### src/rtl/timer_prog_sequencer.sv
// timer_prog_sequencer
//   Programs a two-counter timer through its 4-bit data (d) and 2-bit address (a) write bus
//   on behalf of two requesters. Requesters are arbitrated round-robin.
//   Each accepted command runs these steps, one per cycle:
//     1. write the control nibble {sel, mode, 1}
//     2. write divisor bits [3:0]
//     3. write divisor bits [7:4]
//     4. re-arm the selected counter's gate
//   The sequencer then waits for a rising edge on that counter's output, bounded by TIMEOUT.
//
// Ports
//   clk, rst                  clock; asynchronous active-high reset
//   reqN_valid/ready          command handshake for requester N (N = 0, 1)
//   reqN_sel/mode/div         command fields for requester N
//   resp_valid/id/err         one-cycle completion pulse, owning requester, timeout flag
//   busy                      high whenever not idle
//   d, a, g0, g1              timer write bus and gate inputs (all registered)
//   out0, out1                timer outputs, synchronous to clk
module timer_prog_sequencer #(
  parameter int unsigned TIMEOUT = 1023,  // max wait cycles before error (>= 1)
  parameter int unsigned TO_W    = 10     // timeout counter width, must hold TIMEOUT
) (
  input  logic       clk,
  input  logic       rst,
  input  logic       req0_valid,
  output logic       req0_ready,
  input  logic       req0_sel,
  input  logic [1:0] req0_mode,
  input  logic [7:0] req0_div,
  input  logic       req1_valid,
  output logic       req1_ready,
  input  logic       req1_sel,
  input  logic [1:0] req1_mode,
  input  logic [7:0] req1_div,
  output logic       resp_valid,
  output logic       resp_id,
  output logic       resp_err,
  output logic       busy,
  output logic [3:0] d,
  output logic [1:0] a,
  output logic       g0,
  output logic       g1,
  input  logic       out0,
  input  logic       out1
);

  typedef enum logic [2:0] {
    StIdle,
    StCtrl,
    StLo,
    StHi,
    StArm,
    StWait,
    StDone
  } state_e;

  localparam logic [1:0]      AddrCtrl = 2'd2;
  localparam logic [1:0]      AddrIdle = 2'd3;
  localparam logic [TO_W-1:0] CntMax   = TO_W'(TIMEOUT);

  state_e          state_q;
  logic            rr_q;     // requester favoured when both are valid
  logic            sel_q;
  logic [7:0]      div_q;
  logic            id_q;
  logic [TO_W-1:0] cnt_q;
  logic            prev_q;   // out[sel] sampled last cycle
  logic            hist_q;   // prev_q holds a real sample (cleared on arm)

  logic       grant0, grant1, accept;
  logic       acc_sel;
  logic [1:0] acc_mode;
  logic [7:0] acc_div;
  logic       out_sel, edge_det, timeout_hit;

  always_comb begin
    grant1     = req1_valid && (!req0_valid || rr_q);
    grant0     = req0_valid && !grant1;
    req0_ready = (state_q == StIdle) && grant0;
    req1_ready = (state_q == StIdle) && grant1;
    accept     = req0_ready || req1_ready;
    acc_sel    = grant1 ? req1_sel  : req0_sel;
    acc_mode   = grant1 ? req1_mode : req0_mode;
    acc_div    = grant1 ? req1_div  : req0_div;
    out_sel    = sel_q ? out1 : out0;
    // The first sample after arming only seeds the history; it can never be an edge.
    edge_det    = hist_q && out_sel && !prev_q;
    timeout_hit = (cnt_q == CntMax);
  end

  // Outputs are assigned on the transition into a state, so they are valid during that state.
  always_ff @(posedge clk or posedge rst) begin
    if (rst) begin
      state_q    <= StIdle;
      rr_q       <= 1'b0;
      sel_q      <= 1'b0;
      div_q      <= 8'h00;
      id_q       <= 1'b0;
      cnt_q      <= '0;
      prev_q     <= 1'b0;
      hist_q     <= 1'b0;
      resp_valid <= 1'b0;
      resp_id    <= 1'b0;
      resp_err   <= 1'b0;
      busy       <= 1'b0;
      d          <= 4'h0;
      a          <= AddrIdle;
      g0         <= 1'b0;
      g1         <= 1'b0;
    end else begin
      case (state_q)
        StIdle: begin
          if (accept) begin
            state_q <= StCtrl;
            sel_q   <= acc_sel;
            div_q   <= acc_div;
            id_q    <= grant1;
            rr_q    <= !grant1;
            busy    <= 1'b1;
            a       <= AddrCtrl;
            d       <= {acc_sel, acc_mode, 1'b1};
            if (acc_sel) g1 <= 1'b0;
            else         g0 <= 1'b0;
          end
        end
        StCtrl: begin
          state_q <= StLo;
          a       <= {1'b0, sel_q};
          d       <= div_q[3:0];
        end
        StLo: begin
          state_q <= StHi;
          d       <= div_q[7:4];
        end
        StHi: begin
          state_q <= StArm;
          a       <= AddrIdle;
          d       <= 4'h0;
          if (sel_q) g1 <= 1'b1;
          else       g0 <= 1'b1;
          cnt_q   <= '0;
          prev_q  <= 1'b0;
          hist_q  <= 1'b0;
        end
        StArm: begin
          state_q <= StWait;
        end
        StWait: begin
          prev_q <= out_sel;
          hist_q <= 1'b1;
          if (edge_det || timeout_hit) begin
            state_q    <= StDone;
            resp_valid <= 1'b1;
            resp_id    <= id_q;
            resp_err   <= !edge_det;  // an edge wins over a simultaneous timeout
          end else begin
            cnt_q <= cnt_q + TO_W'(1);
          end
        end
        StDone: begin
          state_q    <= StIdle;
          resp_valid <= 1'b0;
          busy       <= 1'b0;
        end
        default: begin
          state_q <= StIdle;
        end
      endcase
    end
  end

endmodule

### config.mk
export PLATFORM = sky130hd
export DESIGN_NAME = timer_prog_sequencer
export DESIGN_NICKNAME = d
export VERILOG_FILES = /design/src/rtl/timer_prog_sequencer.sv
export SDC_FILE = /design/constraint.sdc
export NUM_CORES = 1
export LEC_CHECK = 0
export ABC_AREA = 1
export CORE_ASPECT_RATIO = 0.5
export CORE_UTILIZATION = 46
export CTS_CLUSTER_DIAMETER = 80
export CTS_CLUSTER_SIZE = 40
export DETAILED_ROUTE_END_ITERATION = 10
export GPL_ROUTABILITY_DRIVEN = 0
export PLACE_DENSITY_LB_ADDON = 0.05
export SETUP_SLACK_MARGIN = 0.3
export SLEW_MARGIN = 0
export SYNTH_ARGS = -nofsm -noshare
export SYNTH_HDL_FRONTEND = slang
export SYNTH_SLANG_ARGS = --single-unit
export TNS_END_PERCENT = 20
### constraint.sdc
create_clock -name clk -period 1.77 [get_ports clk]
set_clock_uncertainty 0.2 [all_clocks]
set_input_delay 0.177 -clock clk [delete_from_list [all_inputs] [get_ports clk]]
set_output_delay 0.177 -clock clk [all_outputs]
set_load 0.02 [all_outputs]
==> results of run 1 <==
[layer usage]
layer / vias up / global-route usage (%) / part of all wire [%]
li1: 1045 / - / -
met1: 978 / 29.46 / 42
met2: 53 / 43.97 / 51
met3: 16 / 6.075 / 4.6
met4: 0 / 7.843 / 2.2
met5: - / 0 / 0
[registers in the layout, indices dropped and copies added (netlist names)]
name / count
cnt_q: 10
div_q: 8
d: 4
state_q: 3
a: 2
busy: 1
g0: 1
g1: 1
hist_q: 1
id_q: 1
prev_q: 1
resp_err: 1
resp_id: 1
resp_valid: 1
rr_q: 1
sel_q: 1
[final cells by class]
cell class	instances	area, um^2	area share [%]
multi-input cells	203	1021	32.89
flip-flops and latches	38	953.4	30.71
repair buffers	82	793.3	25.55
inverters	33	126.4	4.071
clock buffers	6	82.58	2.660
well taps	54	67.56	2.177
clock inverters	2	60.06	1.935
[worst max path at each step]
stage	from	endpoint	slack, ns	cells past startpoint
6_report	d[1]	d[1]	0.04	1
5_1_grt	d[1]	d[1]	0.02	1
4_1_cts	state_q[1]	req0_ready	0.08	6
3_5_place_dp	req0_valid	req1_ready	-0.27	5
3_3_place_gp	req1_valid	req1_ready	-0.21	5
2_1_floorplan	cnt_q[0]	cnt_q[6]	0.15	9
[metrics by stage]
stage	hold slack, ns	area [um^2]	util (%)	TNS, ns
final	0.02503	3104	76.01	0
after global routing	0.07220	3104	76.01	0
after detailed placement	0.2551	2694	65.96	-2.387
after floorplan	0.1323	2056	-	0
after global placement	0.2545	2694	65.96	-1.340
after CTS	0.06719	2989	73.19	0
[tightest hold or removal path: cells and delay by family]
kind,cells,cell delay [ns]
buffers and inverters,3,0.71
[cell families after synthesis]
group	Yosys count	share of synthesized area [%]
buf+inv	40	8.602
xor+xnor	1	0.4272
simple gates	171	34.90
compound gates	30	8.969
fa+ha+maj	1	0.6100
flops	38	46.49
[cells in the final DEF (no fill, tap or decap), types with 2 or more instances in the layout]
cell type	n
sky130_fd_sc_hd__o21ai_0	7
sky130_fd_sc_hd__nand2_4	3
sky130_fd_sc_hd__clkbuf_8	6
sky130_fd_sc_hd__inv_2	4
sky130_fd_sc_hd__buf_2	2
sky130_fd_sc_hd__nor2_2	2
sky130_fd_sc_hd__nand2_2	4
sky130_fd_sc_hd__nand3_1	20
sky130_fd_sc_hd__buf_6	8
sky130_fd_sc_hd__nand2_1	104
sky130_fd_sc_hd__buf_12	3
sky130_fd_sc_hd__a21oi_1	7
sky130_fd_sc_hd__clkdlybuf4s50_1	36
sky130_fd_sc_hd__nor2_4	5
sky130_fd_sc_hd__buf_4	31
sky130_fd_sc_hd__dfrtp_1	36
sky130_fd_sc_hd__a31oi_1	9
sky130_fd_sc_hd__dfstp_2	2
sky130_fd_sc_hd__inv_1	28
sky130_fd_sc_hd__nor3_1	3
sky130_fd_sc_hd__o21ai_2	3
sky130_fd_sc_hd__nor2_1	25
sky130_fd_sc_hd__bufinv_16	2
sky130_fd_sc_hd__nand3_4	3
[timing repair]
| item | 4_1_cts | 5_1_grt |
|---|---|---|
| pin swaps | 6 | 7 |
| setup buffers | 9 | 6 |
| hold buffers | 0 | 0 |
| cloned | 1 | 0 |
| endpoints found under the setup margin | 45 | 48 |
| gates resized for setup | 36 | 19 |
[report_power, final]
group | internal (uW) | leakage (uW) | switching, uW
Sequential | 1230 | 0.000467 | 219
Combinational | 1210 | 0.00101 | 1420
Clock | 601 | 0.0000714 | 325
Total | 3040 | 0.00155 | 1960
==> results.txt, run 1 <==
----------------------------------------------------
[Run status]
  Run status ... complete, no violations

[CTS]
  Worst-case clock buffer depth ... 2
  Clock slew seen by the registers of the worst setup and hold paths ... 0.08 ns
  Num CTS Buffers ... 5
  Clock root cell ... sky130_fd_sc_hd__clkbuf_8
  Num Clock Sinks ... 38
  CTS tree ... done
  Number of levels in the clock H-tree ... 2
  Clock latency reported for the late side of the worst-skew pair ... 0.30 ns

[Synthesis]
  Number of synthesized register bits ... 38
  Post-synthesis instance total ... 281
  Post-synthesis cell type count ... 27
  Flip-flop cell with the highest count after synthesis ... sky130_fd_sc_hd__dfrtp_1
  Syn avg cell area ... 7.298 um^2
  Most frequent cell after synthesis ... sky130_fd_sc_hd__nand2_1
  Share of the synthesized area in the top cell type ... 43.93%
  Sequential share of the synthesized area ... 46.49%
  Number of synthesized flops with an enable pin ... 0
  Most numerous cell types in the synthesized netlist ... sky130_fd_sc_hd__nand2_1 (110), sky130_fd_sc_hd__dfrtp_1 (36), sky130_fd_sc_hd__inv_1 (31)
  Post-synthesis async set-or-reset flop share ... 100.0%
  Post-Syn Nets ... 310
  Summed instance area of the synthesized netlist ... 2051 um^2
  Yosys warns ... 0
  Cell types with the largest area share after synthesis ... sky130_fd_sc_hd__dfrtp_1 (44%), sky130_fd_sc_hd__nand2_1 (20%), sky130_fd_sc_hd__inv_1 (5.7%)
  Cell type with the largest total area after synthesis ... sky130_fd_sc_hd__dfrtp_1

[Cells and area]
  Layout cells sized above 1 ... 23.08%
  Final-stage net count ... 392
  Synth-to-Final Area Change ... 51.37%
  Filler Cells Inserted ... 291
  Count of placed standard cells in the final layout, fillers left out ... 418
  Diodes inserted ... 0

[Drt]
  Number of DRC markers after the initial detailed-route iteration ... 91
  Detailed Routing Iterations Pass 1 ... 4
  Total number of vias ... 2092
  DR vias/cell ... 5.005
  ANT nets after route ... 0
  Remaining design rule violation count ... 0
  Wire length per cell after detailed routing ... 12.95 um
  Total Wirelength ... 5413 um

[Power]
  Power, Total ... 5002 uW
  Ratio of total power to cell area ... 1611 nW/um^2
  Max IR drop VDD ... 0.7471 mV
  Leakage power ... 0.001551 uW

[Placed design]
  HPWL after DPL ... 3591 um
  # port buffers ... 41
  Number of cells in the design after placement ... 394
  Placement-stage worst setup slack ... -0.2686 ns

[Floorplan]
  Die area ... 4746 um^2
  Height of the die ... 49.22 um
  # IOs ... 42
  Die width ... 96.43 um
  Starting utilization of the core area ... 50.21%
  Placeable core region ... 4084 um^2
  Site row count ... 16

[STA]
  Slew margin rel. ... 80.55%
  Total count of hold-check failures in the final report ... 0
  Transition at the pin with the smallest max-transition slack ... 0.2915 ns
  Period Utilization, post-route ... 97.60%
  Achievable clock frequency ... 0.5789 GHz
  Unrepaired setup endpoints after global routing ... yes
  Number of setup violations in the final report ... 0
  Final Max Slew Viols ... 0
  Setup ws final ... 0.04249 ns
  Time the final worst path needs with I/O delays and setup ... 1.728 ns

[Worst setup path]
  Worst flop-to-flop path startpoint ... rr_q
  Critical Path End Type ... output pin
  Crit path cell chain ... clkdlybuf4s50_1
  Nature of the critical path startpoint ... flip-flop
  Worst reg2reg path endpoint ... state_q[0]
  Worst R2R Path Depth ... 10
  Crit Path Max Fanout ... 2
  Category of cells accounting for the largest share of critical-path delay ... buffers and inverters
  Required time of the critical path ... 1.39 ns
  Worst-path cell with the longest stage delay ... sky130_fd_sc_hd__clkdlybuf4s50_1
  Arrival time reported for the critical path endpoint ... 1.35 ns
  Delay of the slowest cell on the worst path ... 0.66 ns
  Register-to-register path setup slack ... 0.11 ns
  Kind of critical path ... reg2out
  Crit path buf inv count ... 1

[GRT]
  Wire length of the first global-routing pass ... 8825 um
  Number of global-route vias before repair ... 2025
  Maximum number of pins on one net before global-route repair ... 39
  Total global routing track utilization ... 24.77%
  Initial antenna violation count ... 0
  Remaining global-route overflow ... 0

[Job]
  Max-cap violation count ... 0

[Hold path]
  Type of the tightest min-delay check ... in2async

----------------------------------------------------
Power figures use the tool's default switching activity.
==> inputs of run 2 (changes only) <==
--- a/config.mk
+++ b/config.mk
@@ -6,6 +6,7 @@
 export NUM_CORES = 1
 export LEC_CHECK = 0
 export ABC_AREA = 1
+export ABC_CLOCK_PERIOD_IN_PS = 1770
 export CORE_ASPECT_RATIO = 0.5
 export CORE_UTILIZATION = 46
 export CTS_CLUSTER_DIAMETER = 80
@@ -14,6 +15,7 @@
 export GPL_ROUTABILITY_DRIVEN = 0
 export PLACE_DENSITY_LB_ADDON = 0.05
 export SETUP_SLACK_MARGIN = 0.3
+export SKIP_LAST_GASP = 1
 export SLEW_MARGIN = 0
 export SYNTH_ARGS = -nofsm -noshare
 export SYNTH_HDL_FRONTEND = slang
==> results of run 2 <==
The final DEF is identical to that of run 1; final timing and power are the same.
==> inputs of run 3 (changes only) <==
--- a/config.mk
+++ b/config.mk
@@ -9,7 +9,6 @@
 export ABC_CLOCK_PERIOD_IN_PS = 1770
 export CORE_ASPECT_RATIO = 0.5
 export CORE_UTILIZATION = 46
-export CTS_CLUSTER_DIAMETER = 80
 export CTS_CLUSTER_SIZE = 40
 export DETAILED_ROUTE_END_ITERATION = 10
 export GPL_ROUTABILITY_DRIVEN = 0
==> results of run 3 <==
The final DEF is identical to that of run 1; final timing and power are the same.
